<file path="config.mk">
export PLATFORM = sky130hd
export DESIGN_NAME = zclk_gen
export DESIGN_NICKNAME = d
export VERILOG_FILES = /design/src/rtl/zclk_pkg.sv /design/src/rtl/zclk_gen.sv
export SDC_FILE = /design/constraint.sdc
export NUM_CORES = 1
export LEC_CHECK = 0
export BUFFER_PORTS_ARGS = -buffer_cell sky130_fd_sc_hd__buf_2
export CAP_MARGIN = 20
export CORE_AREA = 2 2 39 41
export CTS_BUF_LIST = sky130_fd_sc_hd__clkbuf_4 sky130_fd_sc_hd__clkbuf_8
export DETAILED_ROUTE_END_ITERATION = 12
export DIE_AREA = 0 0 41 43
export HOLD_SLACK_MARGIN = 0.12
export PLACE_DENSITY_LB_ADDON = 0.12
export SLEW_MARGIN = 40
export SYNTH_ARGS = -nofsm -noshare
export SYNTH_HDL_FRONTEND = slang
export SYNTH_SLANG_ARGS = --single-unit
export TNS_END_PERCENT = 20
</file>
<file path="constraint.sdc">
create_clock -name clk -period 1.9 [get_ports clk]
set_input_delay 0 -clock clk [delete_from_list [all_inputs] [get_ports clk]]
set_output_delay 0 -clock clk [all_outputs]
set_load 0.01 [all_outputs]
</file>
<file path="src/rtl/zclk_pkg.sv">
// Speed encodings and decode helper shared by the Z80 clock generator.
package zclk_pkg;

    localparam logic [1:0] TURBO_3M5 = 2'b00;
    localparam logic [1:0] TURBO_7M  = 2'b01;
    // 14 MHz is any code with bit 1 set; bit 0 is a don't-care.
    localparam logic [1:0] TURBO_14M = 2'b10;

    function automatic logic is_turbo14(input logic [1:0] turbo);
        return (turbo & TURBO_14M) != 2'b00;
    endfunction

endpackage

</file>
<file path="src/rtl/zclk_gen.sv">
// Z80 clock generator: divides 28 MHz into 3.5/7/14 MHz zclk with phase and
// edge strobes; stalls stretch only the low phase.
module zclk_gen
    import zclk_pkg::*;
(
    input  logic       clk,
    input  logic       rst,
    input  logic [1:0] turbo,
    input  logic       cpu_stall,
    input  logic       ext_wait,
    output logic       c0,
    output logic       c1,
    output logic       c2,
    output logic       c3,
    output logic       zclk,
    output logic       zpos,
    output logic       zneg,
    output logic [1:0] turbo_act
);

    logic [1:0] r_cnt;
    logic       r_half;
    logic       r_zclk;
    logic [1:0] r_turbo_act;

    logic       w_rise;
    logic       w_fall;
    logic       w_stall;
    logic       w_zpos;
    logic       w_zneg;

    always_comb begin
        w_rise = 1'b0;
        w_fall = 1'b0;
        if (is_turbo14(r_turbo_act)) begin
            w_rise = r_cnt[0];
            w_fall = !r_cnt[0];
        end else if (r_turbo_act == TURBO_7M) begin
            w_rise = (r_cnt == 2'd3);
            w_fall = (r_cnt == 2'd1);
        end else if (r_turbo_act == TURBO_3M5) begin
            w_rise = (r_cnt == 2'd3) & r_half;
            w_fall = (r_cnt == 2'd3) & !r_half;
        end
    end

    assign w_stall = cpu_stall | ext_wait;
    // zneg must stay independent of the stall inputs: cpu_stall is derived from it.
    assign w_zneg  = !rst & r_zclk & w_fall;
    assign w_zpos  = !rst & !r_zclk & w_rise & !w_stall;

    always_ff @(posedge clk) begin
        if (rst) begin
            r_cnt       <= 2'd0;
            r_half      <= 1'b0;
            r_zclk      <= 1'b0;
            r_turbo_act <= turbo;
        end else begin
            r_cnt <= r_cnt + 2'd1;
            if (r_cnt == 2'd3)
                r_half <= !r_half;
            if (w_zpos)
                r_zclk <= 1'b1;
            else if (w_zneg)
                r_zclk <= 1'b0;
            // Speed only switches at a falling edge, so the old speed finishes its cycle.
            if (w_zneg)
                r_turbo_act <= turbo;
        end
    end

    assign c0        = (r_cnt == 2'd0);
    assign c1        = (r_cnt == 2'd1);
    assign c2        = (r_cnt == 2'd2);
    assign c3        = (r_cnt == 2'd3);
    assign zclk      = r_zclk;
    assign zpos      = w_zpos;
    assign zneg      = w_zneg;
    assign turbo_act = r_turbo_act;

endmodule

</file>
Word-level counts from Yosys, hierarchy flattened. Cells that the tools add are included. W data, S select, Z words.

Register bits after elaboration: 6. Latch bits: 0. RAM bits: 0. Memory bits (read-only): 0. Output and inout port bits: 9. Word-level logic and storage cells: 36. Memories: 0.

$add $sub $neg: 1. Multiply operators: 0. Div/mod/pow operators: 0. Order comparisons: 0. Equal/unequal tests: 4. Shifts and indexed selects: 0. Muxes and demuxes: 10. Bitwise gates (word level): 8. Reduce and logical (&&, ||, !) cells: 9.

Operator list (number): $mux W1 (8); $and A1 B1 Y1 (7); $logic_not A1 Y1 (5); $eq A2 B1 Y1 const B (2); $eq A2 B2 Y1 const B (2); $logic_not A2 Y1 (2); $mux W2 (2); $reduce_bool A2 Y1 (2); $add A2 B1 Y2 const B (1); $or A1 B1 Y1 (1).

Logic depth before layout (Yosys ltp).
Word-level depth: 8. Depth in mapped cells: 5. Gate-level depth less buffers: 5.

Worst setup path before layout. No wires, ideal clock.

Path type: reg2reg. Start point: register r_cnt[0]. End point: register r_turbo_act[0], in the netlist turbo_act[0], enable pin. Data arrival time: 1319 ps. Setup slack: 328 ps. Stages on the path, launching flop included: 5. Path buffers: 0. Clock period less this slack: 1572 ps. Path through: dfxtp_1 -> ha_1 -> nor3b_1 -> o311a_1 -> or2_1.

Cells in the longest elaborated chain, start to end: 7.

Ends and longest elaborated chain: start: declaration (RTL line zclk_gen.sv:21) `logic [1:0] r_cnt;`; start signal: assignment (RTL line zclk_gen.sv:59) `r_cnt <= r_cnt + 2'd1;`; $eq A2 B2 Y1; named net c3 (RTL line zclk_gen.sv:14) `output logic c3,`; $and A1 B1 Y1 (RTL line zclk_gen.sv:43) `w_fall = (r_cnt == 2'd3) & !r_half;`; $mux W1 (RTL line zclk_gen.sv:41) `end else if (r_turbo_act == TURBO_3M5) begin`; $mux W1 (RTL line zclk_gen.sv:38) `end else if (r_turbo_act == TURBO_7M) begin`; $mux W1 (RTL line zclk_gen.sv:35) `if (is_turbo14(r_turbo_act)) begin`; $and A1 B1 Y1 (RTL line zclk_gen.sv:49) `assign w_zneg = !rst & r_zclk & w_fall;`; $reduce_bool A2 Y1 (no line); end signal: assignment (RTL line zclk_gen.sv:57) `r_turbo_act <= turbo;`; end signal: assignment (RTL line zclk_gen.sv:68) `r_turbo_act <= turbo;`; end: declaration (RTL line zclk_gen.sv:24) `logic [1:0] r_turbo_act;`.

The timed path passes the listed nets, and every way through them passes these cells. A chain may end at the register's enable or synchronous reset.

Worst setup path after layout.
Start point: register r_cnt[0]. End point: output zneg.

Cells in the longest elaborated chain, start to end: 6.

Ends and longest elaborated chain: $eq A2 B2 Y1 (RTL line zclk_gen.sv:43); $and A1 B1 Y1 (RTL line zclk_gen.sv:43); $mux W1 (RTL line zclk_gen.sv:41); $mux W1 (RTL line zclk_gen.sv:38); $mux W1 (*) (RTL line zclk_gen.sv:35); $and A1 B1 Y1 (*) (RTL line zclk_gen.sv:49); end: declaration (RTL line zclk_gen.sv:17) `output logic zneg,`.

Every way passes the cells marked *; elsewhere a longest branch is shown, timed or not.

==> results.json <==
{
  "worstHoldStart": "cpu_stall",
  "synth.largest_area_cell": "dfxtp_1",
  "detail_route.first_pass.iterations": 3,
  "reg2reg_from": "r_cnt[0]",
  "gp_congestion": 0.6953,
  "path_clk_slew_ns": 0.05,
  "cts-resized-gates": 0,
  "die_y_um": 43,
  "final_nets": 65,
  "crit_type": "reg -> out",
  "dieArea_um2": 1763,
  "rows": 14,
  "die_x_um": 41,
  "postRouteAntennaNets": 0,
  "r2r_end": "turbo_act[1]",
  "synth_top_cell_area_share_pct": 25.91,
  "drc_errors": 0,
  "synth_async_sr_flop_share_pct": 0,
  "root_buffer": "clkbuf_4",
  "cts_max_path_buffers": 2,
  "post_cts_buffers": 0,
  "grt_antenna_before_repair": 0,
  "rr_worst_depth": 4,
  "cpPeakStageDelay_ns": 0.36,
  "required_ns": 1.90,
  "setup_viol": 0,
  "skew_ns": 0.0001918,
  "status": "finished, final reports clean",
  "cts_max_level": 1,
  "io_pins": 15,
  "crit_family": "flip-flops",
  "fmax_ghz": 0.6116,
  "synth.cell_area_um2": 309.0,
  "power_uw": 352.7,
  "crit_chain": "ha_1 -> nor3b_1 -> o311a_1 -> nor2b_1 -> buf_2",
  "ys_ff_latch": 6,
  "start_kind": "register",
  "tightest_slew_ns": 0.2019,
  "setup_ws_ns": 0.2649,
  "routed_wirelength_um": 721,
  "cp_max_fo": 6,
  "grt.overflow.total": 0,
  "drive_gt1_share_pct": 33.33,
  "holdPathStages": 4,
  "min_to": "zclk",
  "ys_seq_area_share_pct": 45.34,
  "crit_arrival_ns": 1.64,
  "power_density_nw_per_um2": 736.0,
  "synth_fp_nets": 41,
  "grt_pass1_wl_mm": 1.228,
  "crit_start": "r_cnt[0]",
  "worst_setup_path_end_kind": "primary output",
  "period_minus_slack_ns": 1.635,
  "grt_max_degree": 8,
  "syn_area_per_cell_um2": 9.969,
  "worst-path-buf-inv": 1,
  "hold_viol": 0,
  "p_leak_nw": 0.2286,
  "dpl.hpwl_um": 534.5,
  "synthDistinctLibCells": 17,
  "initial_core_util_pct": 22.33,
  "timing.slew.headroom_pct": 86.49,
  "yosys-top-cells-count": "dfxtp_1 (4), ha_1 (4), nor2_1 (4)",
  "fin_tns_setup_ns": 0,
  "grt_use_total_pct": 11.32,
  "vdd_drop_max_mv": 0.2975,
  "pre_cts_slack_ns": 0.3027,
  "clk_latency_ns": 0.25,
  "vias_per_cell": 4.214,
  "area_delta_synth_final_pct": 55.06,
  "maxSlewViolCount": 0,
  "ys_warn_count": 0,
  "crit_cells": 5,
  "grt_pass1_vias": 288,
  "drtIter0Drc": 1,
  "post-route-util_pct": 34.63,
  "r2r_slack_ns": 0.29,
  "clock_sinks": 6,
  "synthTopCellsByArea": "dfxtp_1 (26%), edfxtp_1 (19%), ha_1 (16%)",
  "holdWs_ns": 0.1771,
  "cap_violations": 0,
  "antenna_cells": 0,
  "cp_slowest_cell": "dfxtp_1",
  "synthFlopType": "dfxtp_1",
  "synth_cells": 31,
  "wl_per_cell_um": 10.30,
  "rsz0062_at_grt": "no",
  "vias": 295,
  "core-area_um2": 1384,
  "cts_buffers": 3,
  "fin_crit_sh_pct": 86.06,
  "io_buffers": 14,
  "hold_path.class": "in -> reg",
  "synth_enable_flop_cells": 2,
  "cts_tree": "yes"
}
## flip-flops by register name, summed over array words and instances (netlist names)
register	count
zclk	1
turbo_act	2
r_half	1
r_cnt	2
## cell families after synthesis
family | count (synthesis) | synth area share (%)
AO/OA/AOI/OAI | 6 | 13.36
XOR/XNOR | 1 | 2.835
adder cells (fa/ha/maj) | 4 | 16.19
buffers and inverters | 2 | 2.430
flip-flops | 6 | 45.35
AND/OR/NAND/NOR | 12 | 19.84
## worst max-delay path by stage
stage               slack (ns)      endpoint
CTS                       0.25          zneg
finish                    0.26          zneg
detailed placement        0.30  turbo_act[1]
global route              0.13          zneg
global placement          0.33  turbo_act[0]
floorplan                 0.33  turbo_act[0]
## metrics by stage
step | std cells | instance area (um^2)
3_5_place_dp | 61 | 399.1
2_1_floorplan | 31 | 309.0
4_1_cts | 70 | 479.2
5_1_grt | 70 | 479.2
3_3_place_gp | 61 | 399.1
6_report | 70 | 479.2
## tightest hold or removal path: stages
cell      delay, ns
buf_2          0.08
nor2_1         0.05
a31oi_1        0.17
a211oi_1       0.08
## metal layers
layer	part of all wire (%)	wire, um	global-route usage [%]	vias to the layer above
met5	0	0	0	-
met4	1.4	10	12.00	0
met3	7.9	57	4.712	2
met2	46	329	14.69	9
met1	45	324	12.50	131
li1	-	-	-	153
## power breakdown
group	internal, mW	leakage (nW)	switching [mW]
clock	0.0943	0.0184	0.0527
sequential	0.142	0.0525	0.00923
combinational	0.0289	0.158	0.0256
## cell usage in the layout (no fill, tap or decap), types with 2 or more instances in the layout
cell type and count:
buf_2 14, dlygate4sd3_1 5, nor2_1 4, ha_1 4
clkbuf_4 4, dfxtp_1 4, nor2b_1 3, nand2_1 2
inv_1 2, edfxtp_1 2
## cell type report
type                    count  area (um^2)
fillers                   154        904.6
multi-input cells          23        161.4
flip-flops and latches      6        140.1
repair buffers             19        120.1
clock buffers               4        30.03
well taps                  16        20.02
inverters                   2        7.507
## timing repair
item	CTS	global route
hold buffers	5	0
endpoints found under the hold margin	6	0
setup endpoints to repair	0	0
No activity file was read; power rests on OpenSTA's default activity.
